===== src/rtl/rr_arb_mux_pkg.sv =====
// Shared encodings and helpers for the round-robin arbiter/mux.
package rr_arb_mux_pkg;

  localparam logic EMPTY = 1'b0;
  localparam logic FULL  = 1'b1;

  localparam int ARB_FIXED = 0;
  localparam int ARB_RR    = 1;

  function automatic int sel_w(input int n);
    return (n <= 2) ? 1 : $clog2(n);
  endfunction

endpackage


===== src/rtl/rr_arb_mux_grant.sv =====
// Rotating priority encoder: first request at or after ptr wins.
module rr_grant #(
  parameter int N     = 4,
  parameter int SEL_W = 2
) (
  input  logic [N-1:0]     req,
  input  logic [SEL_W-1:0] ptr,
  output logic [N-1:0]     gnt,
  output logic [SEL_W-1:0] idx,
  output logic             any_req
);

  logic found;

  always_comb begin
    gnt     = '0;
    idx     = '0;
    found   = 1'b0;
    any_req = |req;
    for (int off = 0; off < N; off++) begin
      if (!found && req[(int'(ptr) + off) % N]) begin
        found                      = 1'b1;
        gnt[(int'(ptr) + off) % N] = 1'b1;
        idx                        = SEL_W'((int'(ptr) + off) % N);
      end
    end
  end

endmodule


===== src/rtl/rr_arb_mux.sv =====
// N-input arbiter feeding a one-entry registered valid/ready output.
module rr_arb_mux
  import rr_arb_mux_pkg::*;
#(
  parameter int NUM_IN  = 4,
  parameter int WIDTH   = 32,
  parameter int RR_MODE = 1,
  localparam int SEL_W  = sel_w(NUM_IN)
) (
  input  logic                    clk,
  input  logic                    reset,
  input  logic [NUM_IN*WIDTH-1:0] in_data,
  input  logic [NUM_IN-1:0]       in_valid,
  output logic [NUM_IN-1:0]       in_ready,
  output logic [WIDTH-1:0]        out_data,
  output logic [SEL_W-1:0]        out_src,
  output logic                    out_valid,
  input  logic                    out_ready
);

  logic [SEL_W-1:0]  ptr;
  logic [SEL_W-1:0]  ptr_use;
  logic [SEL_W-1:0]  gidx;
  logic [NUM_IN-1:0] gnt;
  logic              any_req;
  logic              load_en;
  logic              xfer;

  assign ptr_use = (RR_MODE == ARB_RR) ? ptr : '0;

  rr_grant #(
    .N     (NUM_IN),
    .SEL_W (SEL_W)
  ) u_grant (
    .req     (in_valid),
    .ptr     (ptr_use),
    .gnt     (gnt),
    .idx     (gidx),
    .any_req (any_req)
  );

  // reset blocks acceptance so nothing is lost to a discarded load
  assign load_en  = !reset && (out_valid == EMPTY || out_ready);
  assign in_ready = load_en ? gnt : '0;
  assign xfer     = load_en && any_req;

  always_ff @(posedge clk) begin
    if (reset) begin
      out_valid <= EMPTY;
      out_data  <= '0;
      out_src   <= '0;
      ptr       <= '0;
    end else if (xfer) begin
      out_valid <= FULL;
      out_data  <= in_data[int'(gidx)*WIDTH +: WIDTH];
      out_src   <= gidx;
      if (RR_MODE == ARB_RR)
        ptr <= (int'(gidx) == NUM_IN-1) ? '0 : gidx + 1'b1;
    end else if (out_ready) begin
      out_valid <= EMPTY;
    end
  end

endmodule

===== config.mk =====
export PLATFORM = sky130hd
export DESIGN_NAME = rr_arb_mux
export DESIGN_NICKNAME = d
export VERILOG_FILES = /design/src/rtl/rr_arb_mux_pkg.sv /design/src/rtl/rr_arb_mux_grant.sv /design/src/rtl/rr_arb_mux.sv
export SDC_FILE = /design/constraint.sdc
export NUM_CORES = 1
export LEC_CHECK = 0
export BUFFER_PORTS_ARGS = -buffer_cell sky130_fd_sc_hd__buf_2
export CAP_MARGIN = 5
export CORE_MARGIN = 5
export CORE_UTILIZATION = 25
export DETAILED_ROUTE_END_ITERATION = 10
export PLACE_DENSITY = 0.49
export SYNTH_ARGS = -nofsm -noshare
export SYNTH_HDL_FRONTEND = slang
export SYNTH_SLANG_ARGS = --single-unit

===== constraint.sdc =====
create_clock -name clk -period 3.2 [get_ports clk]
set_input_delay 0.48 -clock clk [delete_from_list [all_inputs] [get_ports clk]]
set_output_delay 0.48 -clock clk [all_outputs]
set_load 0.01 [all_outputs]

After elaboration in Yosys (flattened, before gate mapping):

Index checks and enable logic that the tools add are counted.

* flip-flop bits (word level): 37
* input port bits: 135
* output and inout port bits: 39

* bitwise logic cells: 7
* equal/unequal tests: 1
* order comparisons: 8
* shifts and indexed selects: 1
* add/subtract/negate cells: 4
* muxes and demuxes: 34
* reduce and logical (&&, ||, !) cells: 19

Operators by type and width (count)
* indexed part select 128 x 8 -> 32 bit: 1
* 2-to-1 mux 4 bit: 5
* 2-to-1 mux 1 bit: 16
* < comparator 3 x 4 -> 1 bit (second input constant): 3
* bitwise OR 4 bit: 3
* 2-to-1 mux 2 bit: 5
* >= comparator 3 x 1 -> 1 bit (second input constant): 3
* logical AND 1 bit: 9
* binary-select mux 1 bit (select 2 bit): 4
* demux 1 bit (select 2 bit): 4
* OR reduction 2 bit: 3
* adder 2 x 1 -> 2 bit (second input constant): 2
* adder 2 bit (second input constant): 2
* zero test 1 bit: 4
* OR reduction 4 bit: 1
* bitwise AND 1 bit (first input constant): 3
* < comparator 2 x 3 -> 1 bit (second input constant): 1
* == test 2 x 1 -> 1 bit (second input constant): 1
* >= comparator 2 x 1 -> 1 bit (second input constant): 1
* nonzero test 2 bit: 1
* logical OR 1 bit: 1
* NOT 1 bit: 1

Depth between registers and ports, before layout:

* word-level depth: 16
* gate-level depth with buffers: 12

Modules after synthesis:

Synthesis repeated with hierarchy kept, for this count alone.

* cell total of the unflattened synthesis: 268
* area, all modules: 2777.7 um^2

Modules (own cells, without submodules)
* rr_arb_mux: cells each 219, times used 1, area each 2366.0 um^2, sequential area each 740.7 um^2
* rr_grant: cells each 49, times used 1, area each 411.6 um^2, sequential area each 0.0 um^2

Worst setup path before layout:

OpenSTA, ideal clock, no wires.

* path type: register to register
* from: register ptr[0]
* to: register out_data[10]
* clock period less this slack: 2.898 ns
* cell stages (with the launch flop): 13
* arrival: 2.770 ns
* slack: 0.302 ns
* data required time: 3.072 ns
* path buffers: 4
* path through: dfxtp_1 > buf_2 > inv_1 > ha_1 > buf_2 > mux4_2 > o21bai_4 > a31oi_4 > buf_6 > buf_12 > mux2i_1 > a2bb2oi_1 > o21ai_1

* longest elaborated chain between the ends: 13
* elaborated cells on any way between the ends: 28
* those cells by class: add/sub: 3; shift: 1; mux: 18; reduce/logical: 6

Ends and longest elaborated chain
* start, declared: line rr_arb_mux.sv:21 `logic [SEL_W-1:0] ptr;`
* start signal, assigned: line rr_arb_mux.sv:58 `ptr <= (int'(gidx) == NUM_IN-1) ? '0 : gidx + 1'b1;`
* adder 2 x 1 -> 2 bit or binary-select mux 1 bit (select 2 bit) (tied branches): line rr_arb_mux_grant.sv:21, rr_arb_mux_grant.sv:24
* binary-select mux 1 bit (select 2 bit) or 2-to-1 mux 1 bit (tied branches): line rr_arb_mux_grant.sv:21 `if (!found && req[(int'(ptr) + off) % N]) begin`
* 2-to-1 mux 1 bit (implied by the code): line rr_arb_mux_grant.sv:21
* 2-to-1 mux 1 bit (implied by the code) or zero test 1 bit (tied branches): line rr_arb_mux_grant.sv:21
* logical AND 1 bit: line rr_arb_mux_grant.sv:21
* 2-to-1 mux 1 bit: line rr_arb_mux_grant.sv:21
* zero test 1 bit: line rr_arb_mux_grant.sv:21
* logical AND 1 bit: line rr_arb_mux_grant.sv:21
* 2-to-1 mux 1 bit: line rr_arb_mux_grant.sv:21
* zero test 1 bit: line rr_arb_mux_grant.sv:21
* logical AND 1 bit: line rr_arb_mux_grant.sv:21
* 2-to-1 mux 2 bit *: line rr_arb_mux_grant.sv:21
* indexed part select 128 x 8 -> 32 bit *: line rr_arb_mux.sv:55 `out_data <= in_data[int'(gidx)*WIDTH +: WIDTH];`
* end signal, assigned: line rr_arb_mux.sv:55
* end, declared: line rr_arb_mux.sv:15 `output logic [WIDTH-1:0] out_data,`

Every way passes the cells marked *; elsewhere a longest branch is shown, timed or not. The select of a mux whose other input is x is not followed.
A chain may end at the register's enable or synchronous reset.

Worst setup path in the final report:

* from: register ptr[0]
* to: output in_ready[1]

* longest elaborated chain between the ends: 14
* elaborated cells on any way between the ends: 57
* those cells by class: add/sub: 3; order compare: 8; mux: 27; bitwise: 6; reduce/logical: 13

Ends and longest elaborated chain
* adder 2 x 1 -> 2 bit: line rr_arb_mux_grant.sv:21, rr_arb_mux_grant.sv:23
* OR reduction 2 bit (no source line)
* bitwise AND 1 bit (no source line)
* < comparator 3 x 4 -> 1 bit (implied by the code) or >= comparator 3 x 1 -> 1 bit (tied branches): line rr_arb_mux_grant.sv:23 `gnt[(int'(ptr) + off) % N] = 1'b1;`
* logical AND 1 bit (implied by the code): line rr_arb_mux_grant.sv:23
* 2-to-1 mux 1 bit (implied by the code): line rr_arb_mux_grant.sv:23
* demux 1 bit (select 2 bit)
* bitwise OR 4 bit (no source line)
* 2-to-1 mux 4 bit: line rr_arb_mux_grant.sv:21
* bitwise OR 4 bit (no source line)
* 2-to-1 mux 4 bit: line rr_arb_mux_grant.sv:21
* bitwise OR 4 bit (no source line)
* 2-to-1 mux 4 bit *: line rr_arb_mux_grant.sv:21
* 2-to-1 mux 4 bit *: line rr_arb_mux.sv:44 `assign in_ready = load_en ? gnt : '0;`
* end, declared: line rr_arb_mux.sv:14 `output logic [NUM_IN-1:0] in_ready,`

Marks and branches as above.

==> results.yml <==
outcome:
  status: "finished clean"
global_route:
  overflow: 0
  antenna_found_initial: 2
  grt_pass1_vias: 2881
  grt_usage_pct: 13.3
  grt_start_max_net_pins: 39
  grt_pass1_wl_um: 13900
power:
  p_clk_share_pct: 12.1
  internal_power_mw: 1.61
  p_leak_nw: 1.96
  p_per_area_nw_per_um2: 729
  sequentialPowerShare_pct: 26.9
  ir_drop_uv: 246
  p_comb_share_pct: 61.1
  p_sw_share_pct: 40.6
  power_switching_mw: 1.10
floorplanning:
  initial_core_util_pct: 25.6
  die_area_um2: 12700
  die_y_um: 113
  top_level_ports: 174
  coreArea_um2: 10300
  rows: 37
  fp.dieW_um: 113
synthesis:
  synth.distinct_cells: 41
  synthFlopType: "dfxtp_1"
  synth-edff-count: 0
  async_reset_ff_share_pct: 0
  syn_inst: 276
  ys_warn_count: 0
  yosysSeqAreaShare_pct: 28.2
  synth-seq-cells: 37
  synthesis.nets: 418
  avgSynthCellArea_um2: 9.53
  synth_area_um2: 2630
final_layout:
  final_common_cell: "buf_2"
  nNetsFinal: 585
  drive_gt1_share_pct: 45.5
  antenna_cells: 0
  final_cell_mix: "buf_2 (173), mux2i_1 (64), dfxtp_1 (37), o21ai_1 (33), a2bb2oi_1 (31)"
  area_growth_syn_to_layout_pct: 41.1
timing:
  clock.fmax_mhz: 343
  finClkSkew_ns: 0.0101
  timing.hold.ws_ns: 0.438
  maxSlewHeadroom_pct: 61.7
  setup_viol: 0
  slew_viol_final: 0
  fin_tns_setup_ns: 0
  worstMarginPinSlew_ns: 0.574
  hold_viol: 0
  rsz0062_at_grt: "no"
  post-route-min-period_ns: 2.92
  fin_crit_sh_pct: 91.2
placement:
  hpwl_um: 6990
  port_buffers: 173
  gp_congestion: 0.792
route:
  drc_errors: 0
  detail_route.wl_per_cell_um: 15.2
  drt_pre_antenna_iters: 6
  vias: 2762
  drtAntennaViolNets: 0
  drt-initial-drc-count: 62
  wl_um: 8840
  viasPerCell: 4.76
cts:
  clkTransAtPathRegs_ns: 0.08
  worstSkewPairLatency_ns: 0.29
  htree_levels: 2
  cts_tree: "done"
  root_buffer: "clkbuf_8"
  cts_max_path_buffers: 2
  numClockSinks: 37
  cts_buffers: 5
critical_path:
  crit_fanout: 10
  setup.worst_path.class: "register to output port"
  cp-end-kind: "output port"
  crit_required_ns: 2.72
  regToRegSetupSlack_ns: 0.29
  crit_arrival_ns: 2.44
  start_kind: "register"
run:
  maxCapViolations: 0
worst_hold_path:
  min_path_type: "primary input to register"
[synthesized netlist by cell type, types with 3 or more instances]
cell type   n  area share, %
mux2i_1    64             24
dfxtp_1    37             28
o21ai_1    32            6.1
a2bb2oi_1  31             10
nand2_1    14            2.0
a21oi_1     9            1.7
clkbuf_1    9            1.3
ha_1        7            3.3
o21ai_0     7            1.3
nor2_1      6           0.86
a221o_1     5            1.9
buf_2       5           0.95
nand3_1     5           0.95
buf_6       4            1.7
mux2_2      4            1.7
nand2b_1    4           0.95
nor3_1      3           0.57
[layer usage]
metal  vias up  GRT usage (%)  wire, µm
li1       1391              -         -
met1      1245           15.7      3610
met2       110           23.1      4350
met3        12           4.04       716
met4         4           4.09       135
met5         -              0        23
[kinds of logic (layout without fill, tap and decap cells)]
logic type | Yosys count | count (layout) | synth area share, %
compound gates | 94 | 94 | 25.5
mux | 71 | 71 | 28.3
simple gates | 42 | 42 | 8.18
flops | 37 | 37 | 28.2
buf+inv | 24 | 192 | 6.18
fa+ha+maj | 7 | 7 | 3.33
xor+xnor | 1 | 1 | 0.333
[per-stage QoR]
stage	instance area [µm²]	worst slack, ns	power (mW)	util (%)	cells
after floorplan	2630	0.302	1.96	-	276
after global placement	3620	0.287	2.39	35.2	572
after detailed placement	3620	0.228	2.40	35.2	572
after CTS	3700	0.0947	2.74	36.0	580
after global routing	3710	0.0585	2.93	36.1	580
final	3710	0.282	2.70	36.1	580
[power by group through the flow]
stage | Clock, mW | Combinational [mW] | Sequential, mW
floorplan | 0 | 1.13 | 0.830
global placement | 0 | 1.65 | 0.737
detailed placement | 0 | 1.66 | 0.737
CTS | 0.348 | 1.67 | 0.729
global route | 0.372 | 1.81 | 0.751
finish | 0.326 | 1.65 | 0.727
[registers in the layout (all words and copies together), names as in the netlist]
| signal | cells |
|---|---|
| out_src | 2 |
| out_data | 32 |
| ptr | 2 |
| out_valid | 1 |
[final timing paths]
check | end | cells past startpoint | startpoint
max | in_ready[1] | 8 | ptr[0]
min | out_valid | 2 | reset
max reg2reg | out_data[29] | 9 | ptr[0]
min reg2reg | out_src[1] | 2 | out_src[1]
[worst max-delay path, stage by stage, from the launching register on]
cell and delay (ns):
dfxtp_1 0.33, inv_1 0.14, ha_2 0.47, mux4_2 0.41
nor2b_2 0.25, a221o_1 0.17, o21ai_0 0.07, a21oi_1 0.17
buf_2 0.15
[timing repair]
action,CTS,global route
setup endpoints to repair,0,6
hold buffers,0,0
setup buffers,0,0
resized for setup,0,3
[final cells by class]
cell class,count,area [µm²]
Fill cell,1076,6570
Timing Repair Buffer,182,971
Multi-Input combinational cell,215,1730
Clock buffer,5,68.8
Clock inverter,3,17.5
Sequential cell,37,741
Inverter,2,7.51
Tap cell,136,170
(Power assumes the default switching activity.)
